<file path="src/rtl/seq_memory_game.sv">
// Simon-style memory game core: grows a random pattern sequence one entry per level,
// replays it on the LEDs with per-level speed-up, then scores player entries against it.
module seq_memory_game #(
    parameter int N_LEDS    = 8,
    parameter int MAX_DEPTH = 16,
    parameter int SHOW_CYC  = 50000000,
    parameter int GAP_CYC   = 12500000,
    parameter int STEP_CYC  = 2500000,
    parameter int MIN_SHOW  = 5000000,
    parameter int LIVES     = 3,
    parameter int SCORE_W   = 8,
    localparam int LVL_W    = $clog2(MAX_DEPTH + 1)
) (
    input  logic               clk_i,
    input  logic               rst_i,
    input  logic               btn_enter_i,
    input  logic [N_LEDS-1:0]  sw_i,
    input  logic [N_LEDS-1:0]  rng_val_i,
    output logic [N_LEDS-1:0]  led_o,
    output logic [SCORE_W-1:0] score_o,
    output logic [LVL_W-1:0]   level_o,
    output logic [2:0]         lives_o,
    output logic               busy_show_o,
    output logic               game_over_o,
    output logic               game_won_o
);
    // state      | meaning
    // S_IDLE     | waiting for Enter to start a game
    // S_GEN      | append a new random entry at seq[level]
    // S_SHOW_ON  | display seq[idx] for the level's show time
    // S_SHOW_OFF | blank gap between displayed entries
    // S_INPUT    | echo switches, evaluate each Enter against seq[idx]
    // S_LOST     | out of lives, LEDs blink, waiting for restart
    // S_WON      | full sequence completed, LEDs lit, waiting for restart
    typedef enum logic [2:0] {
        S_IDLE, S_GEN, S_SHOW_ON, S_SHOW_OFF, S_INPUT, S_LOST, S_WON
    } state_t;

    localparam int TMR_MAX = (SHOW_CYC > GAP_CYC) ? SHOW_CYC : GAP_CYC;
    localparam int TMR_W   = $clog2(TMR_MAX + 1);
    localparam int IDX_W   = (MAX_DEPTH > 1) ? $clog2(MAX_DEPTH) : 1;

    state_t              state_q, state_d;
    logic [TMR_W-1:0]    timer_q, timer_d;
    logic [IDX_W-1:0]    idx_q, idx_d;
    logic [LVL_W-1:0]    level_q, level_d;
    logic [SCORE_W-1:0]  score_q, score_d;
    logic [2:0]          lives_q, lives_d;
    logic                blink_q, blink_d;
    logic                btn_q;
    logic [N_LEDS-1:0]   seq_q [MAX_DEPTH];

    logic                enter;
    logic                seq_we;
    logic [N_LEDS-1:0]   seq_wdata;
    logic [31:0]         show_red;
    logic [31:0]         show_len;
    logic [TMR_W-1:0]    show_load;
    logic [TMR_W-1:0]    gap_load;
    logic                idx_last;

    assign enter     = btn_enter_i & ~btn_q;
    assign seq_wdata = (rng_val_i == '0) ? N_LEDS'(1) : rng_val_i;
    assign idx_last  = (LVL_W'(idx_q) == level_q);

    // Show time shrinks per level; compare before subtracting so it never underflows.
    always_comb begin
        show_red = 32'(level_q) * 32'(STEP_CYC);
        if (show_red + 32'(MIN_SHOW) >= 32'(SHOW_CYC))
            show_len = 32'(MIN_SHOW);
        else
            show_len = 32'(SHOW_CYC) - show_red;
        show_load = TMR_W'(show_len - 32'd1);
        gap_load  = TMR_W'(GAP_CYC - 1);
    end

    always_ff @(posedge clk_i) begin
        if (rst_i) begin
            state_q <= S_IDLE;
            timer_q <= '0;
            idx_q   <= '0;
            level_q <= '0;
            score_q <= '0;
            lives_q <= 3'(LIVES);
            blink_q <= 1'b0;
            btn_q   <= 1'b0;
        end else begin
            state_q <= state_d;
            timer_q <= timer_d;
            idx_q   <= idx_d;
            level_q <= level_d;
            score_q <= score_d;
            lives_q <= lives_d;
            blink_q <= blink_d;
            btn_q   <= btn_enter_i;
        end
    end

    // Sequence storage needs no reset: entries above the current level are never read.
    always_ff @(posedge clk_i) begin
        if (seq_we)
            seq_q[level_q[IDX_W-1:0]] <= seq_wdata;
    end

    always_comb begin
        state_d = state_q;
        timer_d = timer_q;
        idx_d   = idx_q;
        level_d = level_q;
        score_d = score_q;
        lives_d = lives_q;
        blink_d = blink_q;
        seq_we  = 1'b0;
        case (state_q)
            S_IDLE: begin
                if (enter) begin
                    state_d = S_GEN;
                    timer_d = '0;
                end
            end
            S_GEN: begin
                seq_we  = 1'b1;
                idx_d   = '0;
                state_d = S_SHOW_ON;
                timer_d = show_load;
            end
            S_SHOW_ON: begin
                if (timer_q == '0) begin
                    state_d = S_SHOW_OFF;
                    timer_d = gap_load;
                end else begin
                    timer_d = timer_q - TMR_W'(1);
                end
            end
            S_SHOW_OFF: begin
                if (timer_q == '0) begin
                    if (idx_last) begin
                        state_d = S_INPUT;
                        idx_d   = '0;
                        timer_d = '0;
                    end else begin
                        state_d = S_SHOW_ON;
                        idx_d   = idx_q + IDX_W'(1);
                        timer_d = show_load;
                    end
                end else begin
                    timer_d = timer_q - TMR_W'(1);
                end
            end
            S_INPUT: begin
                if (enter) begin
                    if (sw_i == seq_q[idx_q]) begin
                        if (score_q != {SCORE_W{1'b1}})
                            score_d = score_q + SCORE_W'(1);
                        if (!idx_last) begin
                            idx_d = idx_q + IDX_W'(1);
                        end else if (level_q == LVL_W'(MAX_DEPTH - 1)) begin
                            state_d = S_WON;
                            timer_d = '0;
                        end else begin
                            level_d = level_q + LVL_W'(1);
                            state_d = S_GEN;
                            timer_d = '0;
                        end
                    end else if (lives_q == 3'd1) begin
                        lives_d = 3'd0;
                        state_d = S_LOST;
                        timer_d = gap_load;
                        blink_d = 1'b1;
                    end else begin
                        lives_d = lives_q - 3'd1;
                        idx_d   = '0;
                        state_d = S_SHOW_ON;
                        timer_d = show_load;
                    end
                end
            end
            S_LOST, S_WON: begin
                if (enter) begin
                    state_d = S_IDLE;
                    timer_d = '0;
                    idx_d   = '0;
                    level_d = '0;
                    score_d = '0;
                    lives_d = 3'(LIVES);
                    blink_d = 1'b0;
                end else if (state_q == S_LOST) begin
                    if (timer_q == '0) begin
                        blink_d = ~blink_q;
                        timer_d = gap_load;
                    end else begin
                        timer_d = timer_q - TMR_W'(1);
                    end
                end
            end
            default: state_d = S_IDLE;
        endcase
    end

    always_comb begin
        led_o = '0;
        case (state_q)
            S_SHOW_ON: led_o = seq_q[idx_q];
            S_INPUT:   led_o = sw_i;
            S_LOST:    led_o = blink_q ? '1 : '0;
            S_WON:     led_o = '1;
            default:   led_o = '0;
        endcase
    end

    assign score_o     = score_q;
    assign level_o     = level_q;
    assign lives_o     = lives_q;
    assign busy_show_o = (state_q == S_SHOW_ON) || (state_q == S_SHOW_OFF);
    assign game_over_o = (state_q == S_LOST) || (state_q == S_WON);
    assign game_won_o  = (state_q == S_WON);
endmodule

</file>
<file path="config.mk">
export PLATFORM = sky130hd
export DESIGN_NAME = seq_memory_game
export DESIGN_NICKNAME = d
export VERILOG_FILES = /design/src/rtl/seq_memory_game.sv
export SDC_FILE = /design/constraint.sdc
export NUM_CORES = 1
export LEC_CHECK = 0
export CORE_ASPECT_RATIO = 0.8
export CORE_MARGIN = 2
export CORE_UTILIZATION = 62
export DETAILED_ROUTE_END_ITERATION = 16
export GPL_ROUTABILITY_DRIVEN = 0
export PLACE_DENSITY = 0.81
export RECOVER_POWER = 25
export SLEW_MARGIN = 40
export SYNTH_ARGS = -nofsm -noshare
export SYNTH_HDL_FRONTEND = slang
export SYNTH_SLANG_ARGS = --single-unit
export TNS_END_PERCENT = 20
</file>
<file path="constraint.sdc">
create_clock -name clk_i -period 7.08 [get_ports clk_i]
set_input_delay 0.708 -clock clk_i [delete_from_list [all_inputs] [get_ports clk_i]]
set_output_delay 0.708 -clock clk_i [all_outputs]
set_load 0.1 [all_outputs]
</file>
==> results of run 1 <==
## metal layers
layer  track usage  up-vias  wire [um]
met5             0        -          0
li1              -     4178          -
met1         0.463     4384      12800
met3        0.0655       54       2980
met4        0.0815        0        563
met2         0.452      567      12900
## worst reg2reg max path: cells and delay by family (launching register included)
family / cells / cell delay (ps)
compound gates: 8 / 1530
flops: 1 / 430
simple gates: 12 / 2590
xor+xnor: 1 / 170
fa+ha+maj: 5 / 1430
buf+inv: 3 / 350
## stage by stage
stage                     instance area [um^2]  utilization
after floorplan                          11400            -
after global placement                   12000        0.665
after detailed placement                 11900        0.658
after CTS                                12500        0.691
after global routing                     12600        0.695
final                                    12600        0.695
## state kept, by name, summed over array words and instances (netlist names), named ones only
signal   cells
seq_q      128
timer_q     26
score_o      8
level_o      5
idx_q        4
lives_o      3
state_q      3
blink_q      1
btn_q        1
## synthesized netlist by cell type, types with 13 or more instances
master / n / share of area
edfxtp_1: 128 / 0.34
xnor2_1: 53 / 0.041
mux4_2: 36 / 0.071
a21o_1: 22 / 0.014
o21ai_0: 56 / 0.024
a31oi_1: 14 / 0.0077
inv_1: 31 / 0.010
a21oi_1: 89 / 0.039
xor2_1: 22 / 0.017
ha_1: 57 / 0.062
o211ai_1: 13 / 0.0085
nand2_1: 67 / 0.022
nand3_1: 25 / 0.011
and3_1: 26 / 0.014
or3_1: 17 / 0.0093
nand2b_1: 23 / 0.013
nor2_1: 80 / 0.026
clkbuf_1: 40 / 0.013
nor3_1: 30 / 0.013
dfxtp_1: 55 / 0.096
## worst min path at each step
stage | startpoint | end | cells past startpoint
after floorplan | timer_q[1]$_SDFFE_PP0P_ | timer_q[1]$_SDFFE_PP0P_ | 2
after global placement | timer_q[1]$_SDFFE_PP0P_ | timer_q[1]$_SDFFE_PP0P_ | 2
after detailed placement | timer_q[1]$_SDFFE_PP0P_ | timer_q[1]$_SDFFE_PP0P_ | 2
after CTS | timer_q[1]$_SDFFE_PP0P_ | timer_q[1]$_SDFFE_PP0P_ | 2
after global routing | timer_q[1]$_SDFFE_PP0P_ | timer_q[1]$_SDFFE_PP0P_ | 2
final | timer_q[1]$_SDFFE_PP0P_ | timer_q[1]$_SDFFE_PP0P_ | 2
## cells in the final DEF (no fill, tap or decap), drive strengths merged, types with 14 or more instances in the layout
| master | synthesis | final |
|---|---|---|
| dfxtp | 55 | 55 |
| nand3 | 25 | 25 |
| mux4 | 40 | 40 |
| and3 | 26 | 26 |
| a21o | 22 | 22 |
| edfxtp | 128 | 128 |
| a31oi | 14 | 14 |
| xor2 | 22 | 22 |
| nor2 | 82 | 82 |
| clkbuf | 40 | 18 |
| ha | 57 | 57 |
| nand2 | 67 | 67 |
| o21ai | 63 | 63 |
| or3 | 17 | 17 |
| buf | 17 | 43 |
| nor3 | 30 | 30 |
| a21oi | 93 | 93 |
| inv | 31 | 41 |
| xnor2 | 55 | 55 |
| nand2b | 23 | 23 |
## cells by family after synthesis
family | synth area share
xor+xnor | 0.0602
fa+ha+maj | 0.0676
compound gates | 0.165
buf+inv | 0.0343
mux | 0.0855
simple gates | 0.156
flops | 0.432
## timing repair
action                                  4_1_cts  5_1_grt
endpoints found under the setup margin        0        6
hold buffers                                  0        0
gates resized for setup                       0       19
## power by group through the flow
stage / logic, mW / registers [mW] / clock network, mW
after floorplan: 1.24 / 1.29 / 0
after global placement: 1.47 / 1.34 / 0
after detailed placement: 1.49 / 1.34 / 0
after CTS: 1.51 / 1.32 / 0.951
after global routing: 1.70 / 1.34 / 0.994
final: 1.55 / 1.33 / 0.947
## final cells by class
cell class	count	area, um^2
multi-input cells	818	6190
clock inverters	15	169
fillers	1311	5520
well taps	230	288
flip-flops and latches	183	4950
diodes	1	2.50
repair buffers	62	439
clock buffers	17	425
inverters	32	120
==> results.md, run 1 <==
* Clock-pin slew on the worst setup and hold paths at 70 ps
* Sequential power share at 0.347
* Pre-antenna DRT Iters at 8
* Yosys reg bits at about 180
* Number of flops mapped to enable cells by yosys at approximately 130
* Clk Latency, worst-skew pair at around 440 ps
* Cell internal pwr at 2.24 mW
* Die Y at 126 um
* WL per Instance at roughly 22 um
* GRT Residual Overflow at 0
* Final Hold Violating Endpoints at 0
* Initial antenna violation count at 1
* P per Cell Area at between 300 and 400 mW/mm^2
* R2r endpoint: timer_q[23]$_SDFFE_PP0P_
* Number of I/O pins at 46
* Crit path capture type: register
* H-tree depth at 4
* Comb power frac at 0.405
* NumNets Final at 1193
* Crit-path slowest cell: dfxtp_4
* Setup bufs post-CTS at 0
* Reg2Reg Depth at 29
* Die W at roughly 160 um
* Area Overhead vs Synth at 10.0%
* Violated checks: max-capacitance violations, max-slew violations
* Die area at around 0.020 mm^2
* Synth cell types at 85
* R2R Setup Slk at between 400 and 500 ps
* Sw frac at 0.414
* Worst slack, placed at 167 ps
* R2r startpoint: level_o[3]$_SDFFE_PP0P_
* CTS tree: yes
* DR vias at about 9000
* Cell Area, Synth at between 0.01 and 0.015 mm^2
* Synthesized instance count at between 1000 and 1500
* Final min period at ~6600 ps
* Cell count along the critical path at 29
* Post-route ant nets at 0
* Hold crit path type: register to register
* Pin count of the biggest net entering global routing at 39
* Clock sinks at 183
* Clock skew at 13.2 ps
* Delay of the slowest cell on the worst path at between 400 and 500 ps
* Final wirelength at between 20000 and 30000 um
* Crit path kind: register to register
* Placed wire-length estimate at 20400 um
* Post-Layout Cell Count at between 1000 and 1500
* Maximum fanout along the worst path at 13
* Syn Area/Cell at 10.5 um^2
* Vias in the first global route at about 8500
* Critical Path End: timer_q[23]$_SDFFE_PP0P_
* Drt drc at 0
* Cell total after placement at around 1300
* Port-buffer cells at 45
* Layout cells sized above 1 at 0.144
* Starting DRT DRC Count at about 1100
* Design Power at 3.82 mW
* Max-slew headroom at -0.367
* Post-synth top flop: edfxtp_1
* Slew Limit Fails at 38
* Measured slew at the worst slew-check pin at approximately 2000 ps
* Final WS setup at about 480 ps
* CP Launch Type: register
* CTS Buffer Depth at 2
* Final setup viols at 0
* Status: complete, but fails checks
* Seq/Total Area, Yosys at 0.432
* Post-Syn Nets at ~1200
* Num CTS Buffers at 17
* Max Cap Violations at 1
* GRT Util Overall at 0.306
* Async set-reset flop share out of synthesis at 0
* Cell Rows at 44
* First-pass GRT wire length at 46700 um
* Initial core utilization at 0.632
* Core ar. at 0.0181 mm^2
* Final worst-path cycle share at 0.933
* Critical Path AT at around 6900 ps
* Setup TNS at 0 ps
* Crit path required time at 7410 ps
* Crit path max-delay family: simple AND/OR/NAND/NOR gates
* CTS root buf: clkbuf_16
* Switch Pwr at 1.58 mW
* CP dominant cell by count: ha_1
* Vias per inst at between 6 and 7
* Synth warn at 0
* Clock power share at 0.248
* Static leakage at between 4 and 5 nW
* Critical Path Start: level_o[3]$_SDFFE_PP0P_
* CP Buf/Inv Count at 3
* Max rail drop VDD at 0.258 mV
* Fmax at 151 MHz
* Hold_ws at 477 ps
Note: power is estimated with default switching activity, not from simulation.
==> inputs of run 2 (changes only) <==
--- a/config.mk
+++ b/config.mk
@@ -5,13 +5,14 @@
 export SDC_FILE = /design/constraint.sdc
 export NUM_CORES = 1
 export LEC_CHECK = 0
-export CORE_ASPECT_RATIO = 0.8
+export CORE_ASPECT_RATIO = 1.25
 export CORE_MARGIN = 2
 export CORE_UTILIZATION = 62
 export DETAILED_ROUTE_END_ITERATION = 16
 export GPL_ROUTABILITY_DRIVEN = 0
 export PLACE_DENSITY = 0.81
 export RECOVER_POWER = 25
+export SETUP_SLACK_MARGIN = 0.02
 export SLEW_MARGIN = 40
 export SYNTH_ARGS = -nofsm -noshare
 export SYNTH_HDL_FRONTEND = slang
==> run 2 against run 1 <==
The run still ends with max-capacitance violations, max-slew violations left. Routed wire length down 0.17%. First-iteration DRC count fell by 28%. Register-to-register slack worse by 60 ps. Critical endpoint unchanged.
==> results.md, run 2 (synthesis gave the netlist of run 1 again) <==
* Status: complete, but fails checks
* Violated checks: max-capacitance violations, max-slew violations
* Slew Limit Fails at 38
* Core ar. at 0.0181 mm^2
* CP Launch Type: register
* Crit path kind: register to register
* Die Y at around 160 um
* Max rail drop VDD at roughly 0.21 mV
* R2R Setup Slk at ~420 ps
* Clock power share at 0.260
* CP dominant cell by count: ha_1
* DR vias at 9075
* Placed wire-length estimate at 20400 um
* Final worst-path cycle share at 0.941
* Max reg flops at between 100 and 150
* Final Hold Violating Endpoints at 0
* Final min period at ~6700 ps
* Vias per inst at roughly 6.7
* Ant. Diodes at 0
* WL per Instance at 21.5 um
* First-pass GRT wire length at between 40000 and 50000 um
* CTS Buffer Depth at 2
* Starting DRT DRC Count at 786
* Final WS setup at between 400 and 500 ps
* Clk Latency, worst-skew pair at ~450 ps
* Setup TNS at 0 ps
* Port-buffer cells at 45
* Die area at ~0.020 mm^2
* Num CTS Buffers at 17
* Crit path required time at between 7000 and 8000 ps
* Die W at 126 um
* Number of I/O pins at 46
* Maximum fanout along the worst path at 6
* Measured slew at the worst slew-check pin at around 1900 ps
* Final wirelength at slightly below 30000 um
* RSZ-0062 raised after global routing: false
* Hold crit path type: register to register
* H-tree depth at 4
* Post-route ant nets at 0
* Clock sinks at roughly 180
* Crit-path slowest cell: ha_1
* Switch Pwr at ~1.6 mW
* Max Cap Violations at 1
* Initial core utilization at 0.632
* Sw frac at 0.414
* Final setup viols at 0
* Worst slack, placed at 249 ps
* Drt drc at 0
* Clock skew at between 8 and 9 ps
* Static leakage at around 4.7 nW
* Comb power frac at 0.396
* Commonest cells after routing, fill and taps aside: edfxtp_1 (128), a21oi_1 (89), nor2_1 (76), nand2_1 (67), ha_1 (56)
* Fmax at ~150 MHz
* Delay of the slowest cell on the worst path at about 440 ps
* GRT Residual Overflow at 0
* Layout cells sized above 1 at 0.149
* Cell Rows at 55
* Critical Path AT at about 7000 ps
* Hold buffers post-CTS at 0
* P per Cell Area at just over 300 mW/mm^2
* Area Overhead vs Synth at 10.5%
* CTS tree: yes
* Initial antenna violation count at 0
* Clock-pin slew on the worst setup and hold paths at approximately 80 ps
* NumNets Final at between 1000 and 1500
* Crit path capture type: register
* CTS root buf: clkbuf_16
* Max-slew headroom at -0.285
* Sequential power share at 0.344
* Leading cell type in the layout, fill and taps excluded: edfxtp_1
* Cell internal pwr at between 2 and 2.5 mW
* Pre-antenna DRT Iters at 5
* Vias in the first global route at just under 9000
* GRT Util Overall at 0.301
* Pin count of the biggest net entering global routing at 38
## run 2: cell types whose count changed in the layout (fill, tap and decap cells not counted), sizes merged
cell	change
clkinvlp	-1
clkinv	+3
inv	-2
buf	+3
diode	-1
## run 2: critical path, delay by kind of cell, from the launching register on
| family | cells | cell delay, ps |
|---|---|---|
| AO/OA/AOI/OAI | 7 | 1370 |
| buffers and inverters | 2 | 250 |
| adder cells (fa/ha/maj) | 5 | 1460 |
| flip-flops | 1 | 430 |
| XOR/XNOR | 1 | 160 |
| AND/OR/NAND/NOR | 13 | 2910 |
## run 2: path summary, 6_finish.rpt
| check | start | to | cells after the start |
|---|---|---|---|
| setup / recovery | level_o[4]$_SDFFE_PP0P_ | timer_q[23]$_SDFFE_PP0P_ | 28 |
| hold reg to reg | timer_q[1]$_SDFFE_PP0P_ | timer_q[1]$_SDFFE_PP0P_ | 2 |
| hold / removal | timer_q[1]$_SDFFE_PP0P_ | timer_q[1]$_SDFFE_PP0P_ | 2 |
| setup reg to reg | level_o[4]$_SDFFE_PP0P_ | timer_q[23]$_SDFFE_PP0P_ | 28 |
## run 2: metrics by stage
step	util	cell area, um^2	total power [mW]	instances	hold slack [ps]
floorplan	-	11400	2.53	1090	449
global placement	0.666	12000	2.81	1324	463
finish	0.699	12700	3.84	1358	474
detailed placement	0.659	11900	2.81	1324	464
CTS	0.694	12600	3.80	1356	475
global route	0.699	12700	4.04	1358	501
## run 2: cell type report
cell class	instances	area [um^2]
multi-input combinational	818	6200
fill	1274	5450
sequential	183	4950
timing repair buffer	65	462
clock buffer	17	425
tap	228	285
clock inverter	15	208
inverter	32	120
## run 2: repair_timing
item | CTS | global route
setup buffers | 0 | 2
setup endpoints to repair | 0 | 5
gates resized for setup | 0 | 17
## run 2: power by group through the flow
stage / sequential [mW] / clock (mW) / combinational [mW]
6_report: 1.32 / 0.999 / 1.52
5_1_grt: 1.33 / 1.04 / 1.67
4_1_cts: 1.32 / 1.00 / 1.48
3_5_place_dp: 1.34 / 0 / 1.47
3_3_place_gp: 1.33 / 0 / 1.48
2_1_floorplan: 1.29 / 0 / 1.24
## run 2: metal layers
| layer | global-route usage | wire (um) | vias up |
|---|---|---|---|
| met4 | 0.156 | 1370 | 0 |
| li1 | - | - | 4182 |
| met1 | 0.359 | 11200 | 4443 |
| met5 | 0 | 0 | - |
| met2 | 0.526 | 15100 | 360 |
| met3 | 0.0487 | 1560 | 90 |
